$ cat src/rtl/aurora_link_supervisor.sv
// Reset sequencer and link supervisor for one Aurora core: timed gt/core reset phases,
// filtered channel_up qualification, retry/timeout handling and link-drop statistics.
module aurora_link_supervisor #(
   parameter int unsigned GT_RESET_CYCLES    = 64,
   parameter int unsigned CORE_RESET_CYCLES  = 32,
   parameter int unsigned UP_STABLE_CYCLES   = 8,
   parameter int unsigned UP_TIMEOUT_CYCLES  = 4096,
   parameter int unsigned DOWN_FILTER_CYCLES = 4,
   parameter int unsigned MAX_RETRIES        = 3,
   parameter int unsigned SYNC_STAGES        = 2,
   parameter int unsigned CNT_W              = 16
) (
   input  logic       init_clk,
   input  logic       RST,
   input  logic       channel_up,
   input  logic       restart,
   output logic       gt_reset,
   output logic       reset_aurora,
   output logic       reset_tx_rx_block,
   output logic       link_ok,
   output logic       init_fail,
   output logic [7:0] retry_count,
   output logic [7:0] link_drop_count,
   output logic [2:0] state
);

   typedef enum logic [2:0] {
      StGtRst   = 3'd0,
      StCoreRst = 3'd1,
      StWaitUp  = 3'd2,
      StLinkUp  = 3'd3,
      StFail    = 3'd4
   } state_e;

   localparam logic [CNT_W-1:0] GtLast      = CNT_W'(GT_RESET_CYCLES - 1);
   localparam logic [CNT_W-1:0] CoreLast    = CNT_W'(CORE_RESET_CYCLES - 1);
   localparam logic [CNT_W-1:0] TimeoutLast = CNT_W'(UP_TIMEOUT_CYCLES - 1);
   localparam logic [CNT_W-1:0] StableN     = CNT_W'(UP_STABLE_CYCLES);
   localparam logic [CNT_W-1:0] DownN       = CNT_W'(DOWN_FILTER_CYCLES);
   localparam logic [7:0]       MaxRetries  = 8'(MAX_RETRIES);

   state_e                 state_q, state_d;
   logic [CNT_W-1:0]       phase_q, phase_d;
   logic [CNT_W-1:0]       run_q, run_d;
   logic [SYNC_STAGES-1:0] sync_q, sync_d;
   logic [7:0]             retry_q, retry_d;
   logic [7:0]             drop_q, drop_d;
   logic                   gt_reset_q, gt_reset_d;
   logic                   reset_aurora_q, reset_aurora_d;
   logic                   reset_txrx_q, reset_txrx_d;
   logic                   link_ok_q, link_ok_d;
   logic                   init_fail_q, init_fail_d;
   logic                   up_s;

   assign up_s = sync_q[SYNC_STAGES-1];

   always_comb begin
      sync_d  = {sync_q[SYNC_STAGES-2:0], channel_up};
      state_d = state_q;
      phase_d = phase_q + 1'b1;
      run_d   = run_q;
      retry_d = retry_q;
      drop_d  = drop_q;

      unique case (state_q)
         StGtRst: begin
            if (phase_q == GtLast) state_d = StCoreRst;
         end
         StCoreRst: begin
            if (phase_q == CoreLast) state_d = StWaitUp;
         end
         StWaitUp: begin
            run_d = up_s ? run_q + 1'b1 : '0;
            // Stable completion takes priority over a same-cycle timeout.
            if (run_q == StableN) begin
               state_d = StLinkUp;
            end else if (phase_q == TimeoutLast) begin
               if (retry_q != 8'hff) retry_d = retry_q + 1'b1;
               state_d = (retry_d == MaxRetries) ? StFail : StGtRst;
            end
         end
         StLinkUp: begin
            run_d = up_s ? '0 : run_q + 1'b1;
            if (run_q == DownN) begin
               state_d = StGtRst;
               if (drop_q != 8'hff) drop_d = drop_q + 1'b1;
            end
         end
         StFail: begin
            phase_d = phase_q;
         end
         default: begin
            state_d = StGtRst;
         end
      endcase

      // restart wins over any same-cycle link-driven transition, including its drop count.
      if (restart) begin
         state_d = StGtRst;
         retry_d = '0;
         drop_d  = drop_q;
      end

      if (state_d != state_q || restart) begin
         phase_d = '0;
         run_d   = '0;
      end

      gt_reset_d     = (state_d == StGtRst) || (state_d == StFail);
      reset_aurora_d = (state_d == StGtRst) || (state_d == StCoreRst) || (state_d == StFail);
      reset_txrx_d   = (state_d != StLinkUp);
      link_ok_d      = (state_d == StLinkUp);
      init_fail_d    = (state_d == StFail);
   end

   always_ff @(posedge init_clk) begin
      if (RST) begin
         state_q        <= StGtRst;
         phase_q        <= '0;
         run_q          <= '0;
         sync_q         <= '0;
         retry_q        <= '0;
         drop_q         <= '0;
         gt_reset_q     <= 1'b1;
         reset_aurora_q <= 1'b1;
         reset_txrx_q   <= 1'b1;
         link_ok_q      <= 1'b0;
         init_fail_q    <= 1'b0;
      end else begin
         state_q        <= state_d;
         phase_q        <= phase_d;
         run_q          <= run_d;
         sync_q         <= sync_d;
         retry_q        <= retry_d;
         drop_q         <= drop_d;
         gt_reset_q     <= gt_reset_d;
         reset_aurora_q <= reset_aurora_d;
         reset_txrx_q   <= reset_txrx_d;
         link_ok_q      <= link_ok_d;
         init_fail_q    <= init_fail_d;
      end
   end

   assign gt_reset          = gt_reset_q;
   assign reset_aurora      = reset_aurora_q;
   assign reset_tx_rx_block = reset_txrx_q;
   assign link_ok           = link_ok_q;
   assign init_fail         = init_fail_q;
   assign retry_count       = retry_q;
   assign link_drop_count   = drop_q;
   assign state             = state_q;

endmodule
$ cat config.mk
export PLATFORM = sky130hd
export DESIGN_NAME = aurora_link_supervisor
export DESIGN_NICKNAME = d
export VERILOG_FILES = /design/src/rtl/aurora_link_supervisor.sv
export SDC_FILE = /design/constraint.sdc
export NUM_CORES = 1
export LEC_CHECK = 0
export CAP_MARGIN = 10
export CORE_ASPECT_RATIO = 1.4
export CORE_MARGIN = 8
export CORE_UTILIZATION = 40
export CTS_BUF_LIST = sky130_fd_sc_hd__clkbuf_4 sky130_fd_sc_hd__clkbuf_8
export DETAILED_ROUTE_END_ITERATION = 10
export GPL_TIMING_DRIVEN = 0
export PLACE_DENSITY = 0.7
export SLEW_MARGIN = 5
export SYNTH_ARGS = -nofsm -noshare
export SYNTH_HDL_FRONTEND = slang
export SYNTH_SLANG_ARGS = --single-unit
$ cat constraint.sdc
create_clock -name init_clk -period 2.85 [get_ports init_clk]
set_input_delay 0.4275 -clock init_clk [delete_from_list [all_inputs] [get_ports init_clk]]
set_output_delay 0.4275 -clock init_clk [all_outputs]
set_load 0.1 [all_outputs]
* After elaboration in Yosys (flattened, before gate mapping)
Index checks and enable logic that the tools add are counted.
** Word-level totals
- Register bits :: 58
- Input bits :: 4
- Output and inout port bits :: 24
- Logic and storage cells :: 60
** Cells by class
- Add/sub/neg operators :: 4
- Equality and inequality tests :: 17
- Muxes and demuxes :: 15
- Bitwise operators :: 2
- Reductions and logical operators :: 11
** Operators with widths (count)
- 16-bit by 1-bit adder with 16-bit output (second input constant) :: 2
- 16-bit two-way mux :: 2
- 8-bit two-way mux :: 4
- 16-bit one-hot mux with 2 select lines :: 1
- 3-bit two-way mux :: 7
- 8-bit by 1-bit adder with 8-bit output (second input constant) :: 2
- 16-bit by 12-bit == test with 1-bit output (second input constant) :: 1
- 16-bit by 3-bit == test with 1-bit output (second input constant) :: 1
- 16-bit by 4-bit == test with 1-bit output (second input constant) :: 1
- 16-bit by 5-bit == test with 1-bit output (second input constant) :: 1
- 16-bit by 6-bit == test with 1-bit output (second input constant) :: 1
- 8-bit != test (second input constant) :: 2
- 3-bit one-hot mux with 5 select lines :: 1
- 3-bit by 2-bit == test with 1-bit output (second input constant) :: 3
- 8-bit by 2-bit == test with 1-bit output (second input constant) :: 1
- 3-bit by 1-bit == test with 1-bit output (second input constant) :: 2
- 3-bit == test (second input constant) :: 2
- 3-bit logical NOT :: 2
- 1-bit logical OR :: 4
- 4-bit AND reduction :: 1
- 2-bit OR reduction :: 2
- 3-bit by 2-bit != test with 1-bit output (second input constant) :: 1
- 3-bit != test :: 1
- 3-bit AND reduction :: 1
- 2 further kinds :: 3

* Depth between registers and ports, before layout
Gate-level depths: netlist (run 1).
- Depth after elaboration :: 14
- Depth in mapped cells :: 9
- Gate-level depth less buffers :: 8

* Worst setup path after synthesis (run 1)
OpenSTA, ideal clock, no wires.
- Path kind :: reg2reg
- From :: reg state_q[1] (netlist: state[1])
- To :: reg drop_q[7] (netlist: link_drop_count[7])
- Library setup time :: 0.067 ns
- Arrival time :: 2.593 ns
- Required time :: 2.783 ns
- Path slack :: 0.190 ns
- Stages on the path, launching flop included :: 8
- Path buffers :: 1
- Period minus slack after synthesis :: 2.660 ns
- Path through :: dfxtp_1 > nor2b_1 > clkbuf_1 > nand3b_1 > a311oi_2 > nand4_1 > xor2_1 > nor2_1
** Between the ends
- Word-level cells in the longest chain between the ends :: 2
** RTL lines
- start, declared :: line 42 : state_e state_q, state_d;
- start signal, assigned :: line 118 : state_q <= StGtRst;
- start signal, assigned :: line 130 : state_q <= state_d;
- 3-bit by 2-bit == test with 1-bit output :: line 65 : unique case (state_q)
- 4-bit AND reduction (no line)
- end signal, assigned :: line 135 : drop_q <= drop_d;
- end, declared :: line 47 : logic [7:0] drop_q, drop_d;
Every way passes these cells.
A chain may end at the register's enable or synchronous reset.

* Worst setup path in the final report (run 1)
- From :: reg run_q[8]
- To :: reg run_q[2]
** Between the ends
- Word-level cells in the longest chain between the ends :: 7
- Elaborated cells between the ends (all ways) :: 9
- Those cells by class :: 3 x eq/ne; 4 x mux; 2 x reduce/logical
** RTL lines
- start, declared :: line 44 : logic [CNT_W-1:0] run_q, run_d;
- start signal, assigned :: line 132 : run_q <= run_d;
- 16-bit by 3-bit == test with 1-bit output or 16-bit by 4-bit == test with 1-bit output (tied branches) :: line 84, 75
- 3-bit two-way mux, on equally long branches :: line 84, 75
- 3-bit one-hot mux with 5 select lines (*) :: line 65
- 3-bit two-way mux (*) :: line 98 : if (restart) begin
- 3-bit != test (*) :: line 104 : if (state_d != state_q || restart) begin
- 1-bit logical OR (*) :: line 104
- 2-bit OR reduction (no line) (*)
Every way passes the cells marked *; elsewhere a longest branch is shown, timed or not.

==> flow_metrics.py, run 1 <==
metrics = {
    "outcome": {
        "status": "finished, final reports clean",
    },
    "floorplan": {
        "dieArea_um2": 10700,
        "die_w_um": 89.6,
        "die_y_um": 119,
        "fp.coreArea_um2": 7360,
        "rows": 37,
        "initial_core_util_pct": 41.2,
        "ios": 28,
    },
    "yosys": {
        "postSynth.asyncResetShare_pct": 0,
        "synth_compound_area_share_pct": 4.58,
        "synth_xor_xnor_area_share_pct": 11.5,
        "synth_fa_ha_area_share_pct": 2.06,
        "synthMuxAreaShare_pct": 1.98,
        "ys.flop_type": "dfxtp_1",
        "synth.avg_cell_area_um2": 9.09,
        "synth.distinct_cells": 44,
        "syn-num-nets": 343,
        "synth_top_family_by_area": "simple AND/OR/NAND/NOR gates",
        "syn_area_um2": 3040,
        "synth_edf_count": 0,
        "ys_warn_count": 0,
        "ys_ff_latch": 58,
        "synth_seq_area_share_pct": 38.3,
        "synth-simple-area-share_pct": 38.0,
        "netlist_instances": 334,
    },
    "timing": {
        "maxSlewViolCount": 0,
        "worst_pin_slew_ns": 0.996,
        "fin_crit_sh_pct": 91.8,
        "setup_slack_ns": 0.233,
        "finalSetupTns_ns": 0,
        "setup_viol": 0,
        "finalHoldViolations": 0,
        "clock_skew_ns": 0.00836,
        "final.min_clock_period_ns": 2.62,
        "clock.fmax_mhz": 382,
        "rsz0062_at_grt": "false",
        "whs_ns": 0.440,
        "slew_headroom_pct": 33.4,
    },
    "run": {
        "drv_cap": 0,
    },
    "clock_network": {
        "clk_pin_slew_ns": 0.07,
        "clockRootBuffer": "clkbuf_8",
        "cts_setup_buffers": 0,
        "clockBufferDepth": 2,
        "ctsHoldBuffers": 0,
        "clk_latency_ns": 0.34,
        "cts_max_level": 3,
        "cts.sinks": 58,
        "cts_tree": "yes",
        "cts_buffers": 9,
    },
    "finish": {
        "fin_util_pct": 49.9,
        "final_cell_count_no_fill": 474,
        "fin_nets": 381,
        "antenna_cells": 0,
        "syn_to_final_growth_pct": 20.9,
        "fillCellCount": 705,
        "final_area_um2": 3670,
        "layout-drive-gt1-share_pct": 16.2,
    },
    "pwr": {
        "power_leakage_nw": 1.35,
        "seqPwrFrac_pct": 46.3,
        "power_density_nw_per_um2": 479,
        "p_comb_share_pct": 1.7,
        "clkPwrFrac_pct": 51.9,
        "p_int_mw": 1.41,
        "p_sw_mw": 0.348,
        "switching_share_pct": 19.8,
        "p_total_mw": 1.76,
        "ir_drop_mv": 0.291,
    },
    "detailed_routing": {
        "antenna_left": 0,
        "first_pass_iters": 4,
        "routed_wl_mm": 6.72,
        "drc": 0,
        "num_vias": 2549,
        "viasPerCell": 5.38,
        "wl_per_cell_um": 14.2,
        "drtIter0Drc": 116,
    },
    "place": {
        "pre_cts_ws_ns": 0.0853,
        "gp_congestion": 0.822,
        "dpl-instance-area_um2": 3430,
        "port_buffers": 27,
        "place_inst": 458,
        "hpwl_mm": 4.84,
    },
    "worst_hold_path": {
        "min_to": "sync_q[1]",
        "holdCritPathClass": "reg2reg",
        "min_path_cells": 1,
        "min_from": "sync_q[0]",
    },
    "global_route": {
        "overflow": 0,
        "grt_pass1_vias": 2581,
        "grt_pass1_wl_mm": 11.7,
        "grt_usage_pct": 13.7,
        "antenna_found_initial": 0,
        "grt_max_degree": 11,
    },
    "worst_setup_path": {
        "reg2reg_slack_ns": 0.23,
        "reg2reg_depth": 7,
        "start_kind": "flop",
        "arrival_ns": 2.84,
        "cp_max_fo": 10,
        "path_class": "reg2reg",
        "crit_required_ns": 3.07,
        "cp-end-kind": "flop",
        "timing.rr.start": "run_q[8]",
        "r2r-end": "run_q[2]",
    },
}
cells by family after synthesis:
| logic type | count (synthesis) |
|---|---|
| fa+ha+maj | 5 |
| buf+inv | 23 |
| xor+xnor | 39 |
| simple gates | 182 |
| compound gates | 21 |
| flops | 58 |
| mux | 6 |
synthesized netlist by cell type (3+ instances only):
master / n / share of area, %
nor2_1: 28 / 3.5
xor2_1: 17 / 4.9
nor4b_1: 3 / 0.87
nor4_1: 9 / 1.9
nand3_1: 12 / 2.0
nor3_2: 17 / 5.6
mux2i_1: 6 / 2.0
ha_1: 5 / 2.1
and3_1: 11 / 2.3
nor3_1: 9 / 1.5
inv_1: 6 / 0.74
nand2b_1: 3 / 0.62
dfxtp_1: 58 / 38
xnor2_1: 21 / 6.1
nor4_2: 12 / 4.9
nand4_1: 21 / 4.3
nand2_1: 36 / 4.5
a21oi_1: 8 / 1.3
clkbuf_1: 10 / 1.2
nor2b_1: 5 / 1.0
buf_2: 4 / 0.66
o21ai_0: 3 / 0.49
cell usage in the layout (no fill, tap or decap), types with 12 or more instances in the layout:
cell / n
nand4_1: 21
nand2_1: 36
nand3_1: 12
clkdlybuf4s50_1: 27
nor3_2: 17
dfxtp_1: 58
nor2_1: 28
xnor2_1: 21
nor4_2: 13
xor2_1: 17
worst max path at each step:
| stage | from | endpoint | slack, ns | cells after the start |
|---|---|---|---|---|
| 2_1_floorplan | state[1] | link_drop_count[7] | 0.19 | 7 |
| 3_3_place_gp | run_q[12] | run_q[3] | 0.15 | 7 |
| 3_5_place_dp | run_q[12] | run_q[4] | 0.09 | 7 |
| 4_1_cts | run_q[12] | run_q[4] | 0.04 | 7 |
| 5_1_grt | run_q[9] | run_q[2] | 0.07 | 7 |
| 6_report | run_q[8] | run_q[2] | 0.23 | 7 |
metal layers:
metal,global-route usage (%),part of all wire (%)
met1,14.8,44
met2,22.9,50
met3,4.13,3.9
met4,7.00,2.1
met5,0,0
state kept, by name (all words and copies together) (netlist names):
register           count
phase_q               16
run_q                 16
link_drop_count        8
retry_count            8
state                  3
sync_q                 2
gt_reset               1
init_fail              1
link_ok                1
reset_aurora           1
reset_tx_rx_block      1
worst max-delay path: stages, from the launching register on:
cell and delay [ns]:
dfxtp_1 0.35, nor4_1 0.54, nand4_1 0.34, a2111oi_1 0.43, or3_4 0.21, xor2_2 0.29, buf_4 0.28, nor3_2 0.06
area by class of cell:
cell class	instances	area, um^2	area share (%)
clock buffers	10	131	3.58
inverters	6	22.5	0.613
multi-input cells	253	1770	48.2
flip-flops and latches	58	1160	31.6
clock inverters	6	105	2.86
plain buffers	17	88.8	2.42
well taps	97	121	3.31
repair buffers	27	270	7.36
power by group through the flow:
stage	registers (mW)	clock network, mW	logic, mW
global placement	0.833	0	0.0300
finish	0.815	0.913	0.0300
detailed placement	0.833	0	0.0301
CTS	0.814	0.932	0.0302
global route	0.814	0.969	0.0330
floorplan	0.833	0	0.0188
repair_timing:
action / 4_1_cts / 5_1_grt
endpoints found under the hold margin: 0 / 0
gates resized for setup: 0 / 3
setup endpoints to repair: 0 / 10
No activity file was read; power rests on OpenSTA's default activity.
==> inputs of run 2 (changes only) <==
--- a/config.mk
+++ b/config.mk
@@ -5,6 +5,7 @@
 export SDC_FILE = /design/constraint.sdc
 export NUM_CORES = 1
 export LEC_CHECK = 0
+export ABC_AREA = 1
 export CAP_MARGIN = 10
 export CORE_ASPECT_RATIO = 1.4
 export CORE_MARGIN = 8
@@ -12,7 +13,8 @@
 export CTS_BUF_LIST = sky130_fd_sc_hd__clkbuf_4 sky130_fd_sc_hd__clkbuf_8
 export DETAILED_ROUTE_END_ITERATION = 10
 export GPL_TIMING_DRIVEN = 0
-export PLACE_DENSITY = 0.7
+export PLACE_DENSITY = 0.69
+export SETUP_SLACK_MARGIN = 0.3
 export SLEW_MARGIN = 5
 export SYNTH_ARGS = -nofsm -noshare
 export SYNTH_HDL_FRONTEND = slang
==> run 2 against run 1 <==
Against the previous run: hold slack worse by 0.031 ns; critical path depth shrank 6; combinational power up 72%; utilization decreased by 1.9 points; total power is 9.4% lower; sequential share of layout area down 1.7 points; first-iteration DRC count is 0.86% lower; area after synthesis is 8.9% higher; critical endpoint is now retry_count[0]; largest cell class unchanged.
==> flow_metrics.py, run 2 <==
metrics = {
    "clock_network": {
        "cts_resized": 0,
        "ctsHoldBuffers": 0,
        "clockBufferDepth": 2,
        "clk_latency_ns": 0.35,
        "clk_pin_slew_ns": 0.06,
        "cts_max_level": 3,
        "cts.sinks": 58,
        "cts_setup_buffers": 0,
        "cts_buffers": 9,
        "clockRootBuffer": "clkbuf_8",
        "cts_tree": "yes",
    },
    "timing": {
        "final.min_clock_period_ns": 2.43,
        "clock.fmax_mhz": 411,
        "finalHoldViolations": 0,
        "maxSlewViolCount": 0,
        "rsz0062_at_grt": "false",
        "whs_ns": 0.409,
        "finalSetupTns_ns": 0,
        "worst_pin_slew_ns": 1.00,
        "setup_slack_ns": 0.416,
        "slew_headroom_pct": 33.1,
        "clock_skew_ns": 0.0131,
        "fin_crit_sh_pct": 85.4,
        "setup_viol": 0,
    },
    "finish": {
        "layout-drive-gt1-share_pct": 17.0,
        "final_area_um2": 3880,
        "reg_top3": "phase_q x16, run_q x16",
        "antenna_cells": 0,
        "syn_to_final_growth_pct": 17.5,
        "final_common_cell": "nand2_1",
        "fin_nets": 475,
        "final_cell_mix": "nand2_1, dfxtp_1, nor2_1",
    },
    "floorplan": {
        "ios": 28,
        "initial_core_util_pct": 40.8,
        "rows": 39,
        "dieArea_um2": 11500,
        "die_w_um": 92.8,
        "fp.coreArea_um2": 8100,
        "die_y_um": 124,
    },
    "worst_setup_path": {
        "max_stage_delay_ns": 1.19,
        "path_class": "reg2out",
        "critPathSlowestCell": "clkdlybuf4s50_1",
        "r2r-end": "init_fail",
        "cp-end-kind": "primary output",
        "crit_required_ns": 2.42,
        "critPathTopFamily": "buffers and inverters",
        "crit_buf_inv": 1,
        "cp_max_fo": 7,
        "crit_path_cell_trace": "clkdlybuf4s50_1",
        "reg2reg_slack_ns": 0.79,
        "timing.rr.start": "retry_count[0]",
        "start_kind": "flop",
        "arrival_ns": 2.01,
        "reg2reg_depth": 8,
    },
    "detailed_routing": {
        "first_pass_iters": 5,
        "drtIter0Drc": 115,
        "wl_per_cell_um": 12.1,
        "routed_wl_mm": 6.93,
        "num_vias": 2811,
        "drc": 0,
        "antenna_left": 0,
        "viasPerCell": 4.91,
    },
    "yosys": {
        "synth.avg_cell_area_um2": 7.71,
        "synth_compound_area_share_pct": 7.04,
        "synth_fa_ha_area_share_pct": 1.89,
        "synthMuxAreaShare_pct": 0.303,
        "synth.most_common_cell": "nand2_1",
        "synth_top_family_by_area": "simple AND/OR/NAND/NOR gates",
        "postSynth.asyncResetShare_pct": 0,
        "ys.flop_type": "dfxtp_1",
        "synth_top_area_share_pct": 35.1,
        "syn_area_um2": 3310,
        "syn-num-nets": 438,
        "synth_seq_area_share_pct": 35.1,
        "synth.distinct_cells": 37,
        "synth_area_leaders": "dfxtp_1, nor2_4, nand2_1, nand3_1, nor2_1",
        "ys_ff_latch": 58,
        "synth_commonest_cells": "nand2_1, dfxtp_1, nor2_1",
        "ys_warn_count": 0,
        "netlist_instances": 429,
        "synth-simple-area-share_pct": 42.5,
        "yosysTopAreaCell": "dfxtp_1",
        "synth_xor_xnor_area_share_pct": 5.56,
        "synth_edf_count": 0,
    },
    "pwr": {
        "power_density_nw_per_um2": 410,
        "ir_drop_mv": 0.293,
        "power_leakage_nw": 1.37,
    },
    "worst_hold_path": {
        "min_to": "sync_q[1]",
        "holdCritPathClass": "reg2reg",
        "min_path_cells": 2,
        "min_from": "sync_q[0]",
    },
    "run": {
        "drv_cap": 0,
    },
    "global_route": {
        "grt_usage_pct": 12.9,
        "overflow": 0,
        "antenna_found_initial": 0,
        "grt_max_degree": 11,
        "grt_pass1_vias": 2740,
        "grt_pass1_wl_mm": 11.8,
    },
    "place": {
        "gp_congestion": 0.795,
        "pre_cts_ws_ns": 0.791,
        "hpwl_mm": 5.27,
        "port_buffers": 26,
        "dpl-instance-area_um2": 3690,
    },
    "outcome": {
        "status": "finished, final reports clean",
    },
}
run 2: power breakdown:
part           total (mW)  internal [mW]  switching [mW]
Sequential          0.815          0.813         0.00207
Combinational      0.0517         0.0171          0.0345
Clock               0.725          0.403           0.321
Total                1.59           1.23           0.358
run 2: worst max-delay path by stage:
| stage | from | endpoint | slack, ns | cells past startpoint |
|---|---|---|---|---|
| 2_1_floorplan | retry_count[0] | init_fail | 0.40 | 8 |
| 3_3_place_gp | state[1] | state[1] | 0.77 | 1 |
| 3_5_place_dp | state[1] | state[1] | 0.79 | 1 |
| 4_1_cts | state[1] | state[1] | 0.40 | 1 |
| 5_1_grt | retry_count[0] | retry_count[0] | 0.37 | 1 |
| 6_report | retry_count[0] | retry_count[0] | 0.42 | 1 |
run 2: through the flow:
stage	std cells	util, %	total power [mW]
floorplan	429	-	0.874
global placement	557	45.6	0.885
detailed placement	557	45.6	0.886
CTS	573	47.9	1.62
global route	573	47.9	1.64
finish	573	47.9	1.59
run 2: area by class of cell:
class | instances | area [um^2]
fillers | 824 | 4220
clock buffers | 14 | 180
clock inverters | 2 | 10.0
repair buffers | 26 | 260
plain buffers | 6 | 72.6
multi-input cells | 318 | 1900
inverters | 47 | 176
flip-flops and latches | 58 | 1160
well taps | 102 | 128
run 2: logic make-up (layout without fill, tap and decap cells):
family                     Yosys count  after routing
DFF                                 58             58
buffers and inverters               53             95
adders and majority gates            5              5
AOI/OAI and AO/OA                   41             41
xor gates and xnor gates            21             21
and+or+nand+nor                    250            250
muxes                                1              1
run 2: layer usage:
| metal | GRT usage, % | wire length, um |
|---|---|---|
| met5 | 0 | 0 |
| met4 | 8.70 | 242 |
| met3 | 3.10 | 222 |
| met2 | 23.2 | 3590 |
| met1 | 13.1 | 2880 |
